[src/rtl/uart_pkg.sv]
// uart_pkg: shared UART transmit types, constants and tick-counter sizing.
package uart_pkg;
    localparam int UART_DATA_W = 8;
    localparam logic TXD_IDLE = 1'b1;
    typedef enum logic [2:0] {
        ST_IDLE   = 3'd0,
        ST_START  = 3'd1,
        ST_DATA   = 3'd2,
        ST_PARITY = 3'd3,
        ST_STOP   = 3'd4
    } tx_state_e;
    function automatic int tick_cnt_w(input int os);
        return (os > 1) ? $clog2(os) : 1;
    endfunction
endpackage

[src/rtl/uart_tx_hold.sv]
// uart_tx_hold: one-entry valid/ready holding register between producer and shifter.
module uart_tx_hold
    import uart_pkg::*;
(
    input  logic                   CLOCK_50M,
    input  logic                   RST_n,
    input  logic                   push,
    input  logic [UART_DATA_W-1:0] push_data,
    input  logic                   pop,
    output logic                   ready,
    output logic                   valid,
    output logic [UART_DATA_W-1:0] data
);
    logic                   valid_q, valid_d;
    logic [UART_DATA_W-1:0] data_q, data_d;
    logic                   take;

    always_comb begin
        take    = push && !valid_q;
        valid_d = take ? 1'b1 : pop ? 1'b0 : valid_q;
        data_d  = take ? push_data : data_q;
    end

    always_ff @(posedge CLOCK_50M or negedge RST_n) begin
        if (!RST_n) begin
            valid_q <= 1'b0;
            data_q  <= '0;
        end else begin
            valid_q <= valid_d;
            data_q  <= data_d;
        end
    end

    assign ready = !valid_q;
    assign valid = valid_q;
    assign data  = data_q;
endmodule

[src/rtl/uart_tx_sched.sv]
// uart_tx_sched: UART transmit sequencer gating a baud-tick generator and serialising bytes LSB-first.
// Define UART_TX_PARITY_EN to add an even-parity bit after the data bits.
module uart_tx_sched
    import uart_pkg::*;
#(
    parameter int OVERSAMPLE = 16,
    parameter int STOP_BITS  = 1
) (
    input  logic                   CLOCK_50M,
    input  logic                   RST_n,
    input  logic                   tx_valid,
    input  logic [UART_DATA_W-1:0] tx_data,
    output logic                   tx_ready,
    output logic                   baud_en,
    input  logic                   baud_tick,
    output logic                   TXD,
    output logic                   tx_busy,
    output logic                   tx_done
);
    localparam int TW = tick_cnt_w(OVERSAMPLE);
    localparam logic [TW-1:0] TICK_LAST = TW'(OVERSAMPLE - 1);
    localparam logic [2:0] STOP_LAST = 3'(STOP_BITS - 1);

    tx_state_e              state_q, state_d;
    logic [TW-1:0]          tick_q, tick_d;
    logic [2:0]             bit_q, bit_d;
    logic [UART_DATA_W-1:0] shift_q, shift_d;
    logic                   txd_q, txd_d;
    logic                   done_q, done_d;
    logic                   baud_en_q, baud_en_d;
    logic                   hold_valid, pop, adv, last_stop;
    logic [UART_DATA_W-1:0] hold_data;
`ifdef UART_TX_PARITY_EN
    logic                   par_q, par_d;
`endif

    uart_tx_hold u_hold (
        .CLOCK_50M (CLOCK_50M),
        .RST_n     (RST_n),
        .push      (tx_valid),
        .push_data (tx_data),
        .pop       (pop),
        .ready     (tx_ready),
        .valid     (hold_valid),
        .data      (hold_data)
    );

    always_comb begin
        adv       = state_q != ST_IDLE && baud_tick && tick_q == TICK_LAST;
        last_stop = state_q == ST_STOP && bit_q == STOP_LAST;
        pop       = hold_valid && (state_q == ST_IDLE || (adv && last_stop));
        state_d   = state_q;
        tick_d    = (state_q != ST_IDLE && baud_tick) ? (adv ? '0 : tick_q + TW'(1)) : tick_q;
        bit_d     = bit_q;
        shift_d   = shift_q;
        txd_d     = txd_q;
        done_d    = adv && last_stop;
        baud_en_d = hold_valid || state_q != ST_IDLE;
`ifdef UART_TX_PARITY_EN
        par_d     = par_q;
`endif
        case (state_q)
            ST_START: if (adv) begin
                state_d = ST_DATA;
                txd_d   = shift_q[0];
            end
            ST_DATA: if (adv) begin
                if (bit_q == 3'd7) begin
                    bit_d = '0;
`ifdef UART_TX_PARITY_EN
                    state_d = ST_PARITY;
                    txd_d   = par_q;
`else
                    state_d = ST_STOP;
                    txd_d   = TXD_IDLE;
`endif
                end else begin
                    bit_d   = bit_q + 3'd1;
                    shift_d = shift_q >> 1;
                    txd_d   = shift_q[1];
                end
            end
`ifdef UART_TX_PARITY_EN
            ST_PARITY: if (adv) begin
                state_d = ST_STOP;
                txd_d   = TXD_IDLE;
            end
`endif
            ST_STOP: if (adv) begin
                state_d = last_stop ? ST_IDLE : ST_STOP;
                bit_d   = last_stop ? 3'd0 : bit_q + 3'd1;
            end
            default: ;
        endcase
        // A pending byte always wins: from IDLE or straight out of the final stop bit.
        if (pop) begin
            state_d = ST_START;
            shift_d = hold_data;
            txd_d   = 1'b0;
            tick_d  = '0;
            bit_d   = '0;
`ifdef UART_TX_PARITY_EN
            par_d   = ^hold_data;
`endif
        end
    end

    always_ff @(posedge CLOCK_50M or negedge RST_n) begin
        if (!RST_n) begin
            state_q   <= ST_IDLE;
            tick_q    <= '0;
            bit_q     <= '0;
            shift_q   <= '0;
            txd_q     <= TXD_IDLE;
            done_q    <= 1'b0;
            baud_en_q <= 1'b0;
`ifdef UART_TX_PARITY_EN
            par_q     <= 1'b0;
`endif
        end else begin
            state_q   <= state_d;
            tick_q    <= tick_d;
            bit_q     <= bit_d;
            shift_q   <= shift_d;
            txd_q     <= txd_d;
            done_q    <= done_d;
            baud_en_q <= baud_en_d;
`ifdef UART_TX_PARITY_EN
            par_q     <= par_d;
`endif
        end
    end

    assign TXD     = txd_q;
    assign tx_done = done_q;
    assign baud_en = baud_en_q;
    assign tx_busy = state_q != ST_IDLE;
endmodule

[config.mk]
export PLATFORM = sky130hd
export DESIGN_NAME = uart_tx_sched
export DESIGN_NICKNAME = d
export VERILOG_FILES = /design/src/rtl/uart_pkg.sv /design/src/rtl/uart_tx_hold.sv /design/src/rtl/uart_tx_sched.sv
export SDC_FILE = /design/constraint.sdc
export NUM_CORES = 1
export LEC_CHECK = 0
export BUFFER_PORTS_ARGS = -buffer_cell sky130_fd_sc_hd__buf_2
export CAP_MARGIN = 25
export CORE_MARGIN = 2
export CORE_UTILIZATION = 45
export CTS_BUF_LIST = sky130_fd_sc_hd__clkbuf_4
export CTS_CLUSTER_SIZE = 16
export DETAILED_ROUTE_END_ITERATION = 8
export PLACE_DENSITY = 0.66
export SYNTH_ARGS = -nofsm -noshare
export SYNTH_HDL_FRONTEND = slang
export SYNTH_SLANG_ARGS = --single-unit
[constraint.sdc]
create_clock -name CLOCK_50M -period 2.9 [get_ports CLOCK_50M]
set_input_delay 0.58 -clock CLOCK_50M [delete_from_list [all_inputs] [get_ports CLOCK_50M]]
set_output_delay 0.58 -clock CLOCK_50M [all_outputs]
set_load 0.02 [all_outputs]
==> impl_metrics.tcl, run 1 <==
set metrics [dict create \
    vdd.ir_drop.worst_uv 436 \
    start_kind "register" \
    grt_max_degree 31 \
    setup_violations 0 \
    timing.rr.start "bit_q[0]$_DFFE_PN0P_" \
    clock_latency_ns 0.33 \
    slew_headroom_pct 54.2 \
    ys_types 29 \
    dp.final_hpwl_mm 1.80 \
    p_leak_nw 0.787 \
    diodes 0 \
    clk_path_buf_depth 2 \
    cp.required_ns 3.11 \
    die-area_sq_um 3890 \
    wl_per_cell_um 13.2 \
    fmax_ghz 0.451 \
    grt-ovfl-total 0 \
    die_w_um 62.3 \
    max_cap_viol_count 0 \
    hold_ws_ns 0.265 \
    tns_ns 0 \
    syn-num-nets 147 \
    gr-usage-met3_pct 5.80 \
    fill_cells 315 \
    arrival_ns 2.43 \
    grt_pass1_wl_mm 4.40 \
    hold_buffers 0 \
    worst_pin_slew_ns 0.685 \
    seq_area_frac_synth_pct 49.1 \
    hold_viol 0 \
    synth_warnings 0 \
    cts_resized 0 \
    nets 163 \
    numCtsBuffers 5 \
    antenna_found_initial 0 \
    power_mw 1.43 \
    die_y_um 62.3 \
    grt_use_total_pct 14.9 \
    syn_to_final_growth_pct 10.3 \
    port_buffers 16 \
    drive_gt1_share_pct 32.4 \
    power.density_nw_per_um2 848 \
    ys_seq_elements 30 \
    synth_top_cell_area_share_pct 47.4 \
    period_share_pct 76.5 \
    htreeDepth 2 \
    syn_inst 131 \
    rsz0062_at_grt "false" \
    busiest_layer "met2" \
    synth_top_area_cell "dfrtp_1" \
    setup.worst_path.end_class "register" \
    final.min_clock_period_ns 2.22 \
    wirelength_mm 2.56 \
    synth_area_leaders "dfrtp_1, mux2_4, mux2_2, ha_1, a21oi_1" \
    grt_pass1_vias 974 \
    netlist_area_sq_um 1530 \
    grt_use_met2_pct 22.1 \
    place.gp.congestion 0.757 \
    clock-sinks 30 \
    cts_root_buffer "clkbuf_4" \
    syn_area_per_cell_sq_um 11.7 \
    placed_area_sq_um 1640 \
    drt_iter0_drc 12 \
    final_area_sq_um 1690 \
    ff2ff_path_depth 5 \
    vias_per_cell 5.11 \
    io_pins 17 \
    critPathMaxFanout 8 \
    route.detailed.drc 0 \
    grt_use_met1_pct 19.0 \
    r2r_slack_ns 0.68 \
    drv_slew 0 \
    holdCritPathClass "input pin to async pin" \
    via_count 992 \
    cts_setup_buffers 0 \
    ant_nets 0 \
    finalClockSkew_ns 0.0120 \
    initial_core_util_pct 46.3 \
    drt-pass1-iter-count 4 \
    final_util_pct 51.0 \
    critical_path_class "register to register" \
    clk_pin_slew_ns 0.10 \
    status "complete, no violations" \
    r2r-end "shift_q[5]$_DFFE_PN0P_" \
    cts_tree "done" \
    core-area_sq_um 3310 \
    rows 21 \
]
==> cells in the final DEF (no fill, tap or decap), drive strengths merged, types with 2 or more instances in the layout <==
cell	count
mux2	21
nor2	10
inv	4
buf	16
mux2i	4
nor2b	2
nand3	5
or3	3
o31ai	3
o21ai	4
nand2b	4
ha	4
dfrtp	29
a21oi	8
clkinv	2
nor3b	2
nand2	8
nor3	3
clkbuf	6
xnor2	2
==> Yosys cell counts, drive strengths merged <==
cell / number
a22o: 1
or3: 3
nand2b: 4
nand4: 1
or4: 1
dfstp: 1
nor3b: 2
nand3b: 1
nand3: 5
a21boi: 1
nor2b: 2
buf: 1
nor3: 3
mux2i: 4
o31ai: 3
clkbuf: 6
a21oi: 8
nor2: 10
xor2: 1
dfrtp: 29
nand2: 8
o21ai: 4
inv: 4
xnor2: 2
mux2: 21
and3: 1
ha: 4
==> cell families (layout without fill, tap and decap cells) <==
logic type / count (synthesis) / after routing / synth area share [%]
compound gates: 17 / 17 / 6.45
fa+ha+maj: 4 / 4 / 3.27
xor+xnor: 3 / 3 / 1.72
flops: 30 / 30 / 49.1
buf+inv: 11 / 28 / 3.19
mux: 25 / 25 / 21.5
simple gates: 41 / 41 / 14.8
==> flip-flops by register name, summed over array words and instances, names as in the netlist <==
register	count
baud_en	1
tx_done	1
tick_q	4
TXD	1
state_q	3
u_hold.data	8
u_hold.valid	1
bit_q	3
shift_q	8
==> final cells by class <==
cell class	instances	area [sq um]	area share [%]
clock inverter	2	8.76	0.519
inverter	4	15.0	0.889
clock buffer	6	45.0	2.67
tap	46	57.6	3.41
timing repair buffer	16	80.1	4.74
sequential	30	752	44.5
multi-input combinational	90	731	43.3
==> worst max-delay path, stage by stage (launching register included) <==
cell and delay, ns:
dfrtp_1 0.41, ha_1 0.22, ha_1 0.25, or4_4 0.64, mux2_4 0.33, mux2_4 0.25
==> per-layer routing <==
| layer | vias to the layer above | wire (um) |
|---|---|---|
| met5 | - | 0 |
| met4 | 0 | 43 |
| met3 | 4 | 94 |
| met2 | 17 | 1180 |
| met1 | 485 | 1240 |
| li1 | 486 | - |
==> worst max-delay path by stage <==
stage / from / to / slack (ns)
6_report: bit_q[0]$_DFFE_PN0P_ / shift_q[5]$_DFFE_PN0P_ / 0.68
3_5_place_dp: baud_tick / shift_q[3]$_DFFE_PN0P_ / 0.68
3_3_place_gp: baud_tick / shift_q[5]$_DFFE_PN0P_ / 0.72
4_1_cts: bit_q[0]$_DFFE_PN0P_ / shift_q[3]$_DFFE_PN0P_ / 0.69
5_1_grt: tick_q[0]$_DFFE_PN0P_ / shift_q[5]$_DFFE_PN0P_ / 0.58
2_1_floorplan: bit_q[0]$_DFFE_PN0P_ / shift_q[0]$_DFFE_PN0P_ / 0.80
==> report_power, final <==
group	internal [mW]	leakage [nW]	switching [mW]	total, mW
Clock	0.100	0.0331	0.144	0.244
Sequential	0.578	0.363	0.128	0.705
Combinational	0.295	0.391	0.188	0.483
Total	0.973	0.787	0.460	1.43
==> through the flow <==
stage / cells / worst slack, ns
final: 194 / 0.681
after global routing: 194 / 0.577
after CTS: 194 / 0.686
after detailed placement: 186 / 0.680
after global placement: 186 / 0.723
after floorplan: 131 / 0.795
Note: power is estimated with default switching activity, not from simulation.
==> run 2, diff against run 1 <==
- clock period: 2.9 -> 2.12 ns (I/O delays scaled with it)
==> impl_metrics.tcl, run 2 (synthesized netlist as in run 1, its figures left out) <==
set metrics [dict create \
    via_count 1018 \
    clk_path_buf_depth 2 \
    initial_core_util_pct 46.3 \
    tns_ns 0 \
    die_y_um 62.3 \
    grt_pass1_wl_mm 4.60 \
    cts_tree "done" \
    final.min_clock_period_ns 2.05 \
    syn_to_final_growth_pct 15.7 \
    ant_nets 0 \
    hold_buffers 0 \
    power.density_nw_per_um2 1150 \
    final_cell_mix "dfrtp_1, buf_2, mux2_4" \
    start_kind "register" \
    placed_cells 194 \
    combPwrFrac_pct 37.4 \
    critical_path_class "register to register" \
    setup_slack_ns 0.0700 \
    dp.final_hpwl_mm 1.91 \
    critPathMaxFanout 8 \
    hold_ws_ns 0.106 \
    grt_use_total_pct 15.2 \
    wirelength_mm 2.65 \
    final_area_sq_um 1770 \
    stdcell_count 203 \
    finalClockSkew_ns 0.0127 \
    setup.worst_path.end_class "register" \
    drive_gt1_share_pct 37.6 \
    place.gp.congestion 0.792 \
    switchingPower_uw 662 \
    rsz0062_at_grt "false" \
    drv_slew 0 \
    vias_per_cell 5.01 \
    clock-sinks 30 \
    timing.rr.start "bit_q[0]$_DFFE_PN0P_" \
    switching_share_pct 32.6 \
    grt-ovfl-total 0 \
    clock_latency_ns 0.33 \
    pwr-share-seq_pct 46.6 \
    holdCritPathClass "input pin to async pin" \
    drt-pass1-iter-count 4 \
    clk_pin_slew_ns 0.11 \
    vdd.ir_drop.worst_uv 585 \
    rows 21 \
    ff2ff_path_depth 5 \
    power_mw 2.03 \
    setup_violations 0 \
    status "complete, no violations" \
    p_leak_nw 0.823 \
    die_w_um 62.3 \
    hold_viol 0 \
    io_pins 17 \
    p_int_mw 1.37 \
    core-area_sq_um 3310 \
    r2r-end "shift_q[5]$_DFFE_PN0P_" \
    drt_iter0_drc 15 \
    slew_headroom_pct 56.7 \
    nets 172 \
    route.detailed.drc 0 \
    post-place-ws_ns 0.0218 \
    final_common_cell "dfrtp_1" \
    fmax_ghz 0.488 \
    htreeDepth 2 \
    wl_per_cell_um 13.1 \
    final_util_pct 53.5 \
    placed_area_sq_um 1700 \
    cts_root_buffer "clkbuf_4" \
    numCtsBuffers 5 \
    grt_max_degree 31 \
    grt_pass1_vias 1011 \
    clockPowerShare_pct 16.0 \
    port_buffers 16 \
    worst_pin_slew_ns 0.649 \
    die-area_sq_um 3890 \
    period_share_pct 96.7 \
    arrival_ns 2.27 \
    antenna_found_initial 0 \
    r2r_slack_ns 0.07 \
    diodes 0 \
    max_cap_viol_count 0 \
    cp.required_ns 2.34 \
]
## run 2: cell types whose count changed in the layout (fill, tap and decap cells not counted), sizes merged
cell	previous run	this run
buf	16	25
clkbuf	6	5
clkinvlp	0	1
## run 2: critical path: stages, from the launching register on
cell     delay, ns
dfrtp_1       0.41
ha_2          0.18
ha_1          0.19
or4_4         0.58
mux2_4        0.33
mux2_4        0.26
## run 2: cell type report
cell class,count,area (sq um)
fill,311,1540
sequential,30,752
multi-input combinational,90,746
timing repair buffer,25,148
tap,46,57.6
clock buffer,5,37.5
clock inverter,3,16.3
inverter,4,15.0
## run 2: power by group through the flow
stage	registers [mW]	clock network (mW)	logic [mW]
2_1_floorplan	0.913	0	0.587
3_3_place_gp	0.937	0	0.720
3_5_place_dp	0.948	0	0.751
4_1_cts	0.936	0.333	0.755
5_1_grt	0.971	0.365	0.841
6_report	0.944	0.325	0.760
## run 2: what timing repair did
action | 4_1_cts | 5_1_grt
resized for setup | 0 | 3
endpoints found under the hold margin | 0 | 0
setup endpoints to repair | 0 | 7
setup buffers | 0 | 1
## run 2: routing by layer
metal | track usage (%) | up-vias | part of all wire, %
met5 | 0 | - | 0
met4 | 6.67 | 0 | 0.75
met3 | 6.16 | 5 | 4.6
met2 | 22.0 | 16 | 47
met1 | 20.3 | 491 | 47
li1 | - | 506 | -
## run 2: how the worst max path moves through the flow
stage,from,endpoint,slack (ns),cells after the start
2_1_floorplan,bit_q[0]$_DFFE_PN0P_,shift_q[0]$_DFFE_PN0P_,0.02,6
3_3_place_gp,bit_q[0]$_DFFE_PN0P_,shift_q[5]$_DFFE_PN0P_,0.05,5
3_5_place_dp,bit_q[0]$_DFFE_PN0P_,shift_q[3]$_DFFE_PN0P_,0.02,5
4_1_cts,bit_q[0]$_DFFE_PN0P_,shift_q[5]$_DFFE_PN0P_,0.008,5
5_1_grt,bit_q[0]$_DFFE_PN0P_,shift_q[5]$_DFFE_PN0P_,0.02,5
6_report,bit_q[0]$_DFFE_PN0P_,shift_q[5]$_DFFE_PN0P_,0.07,5
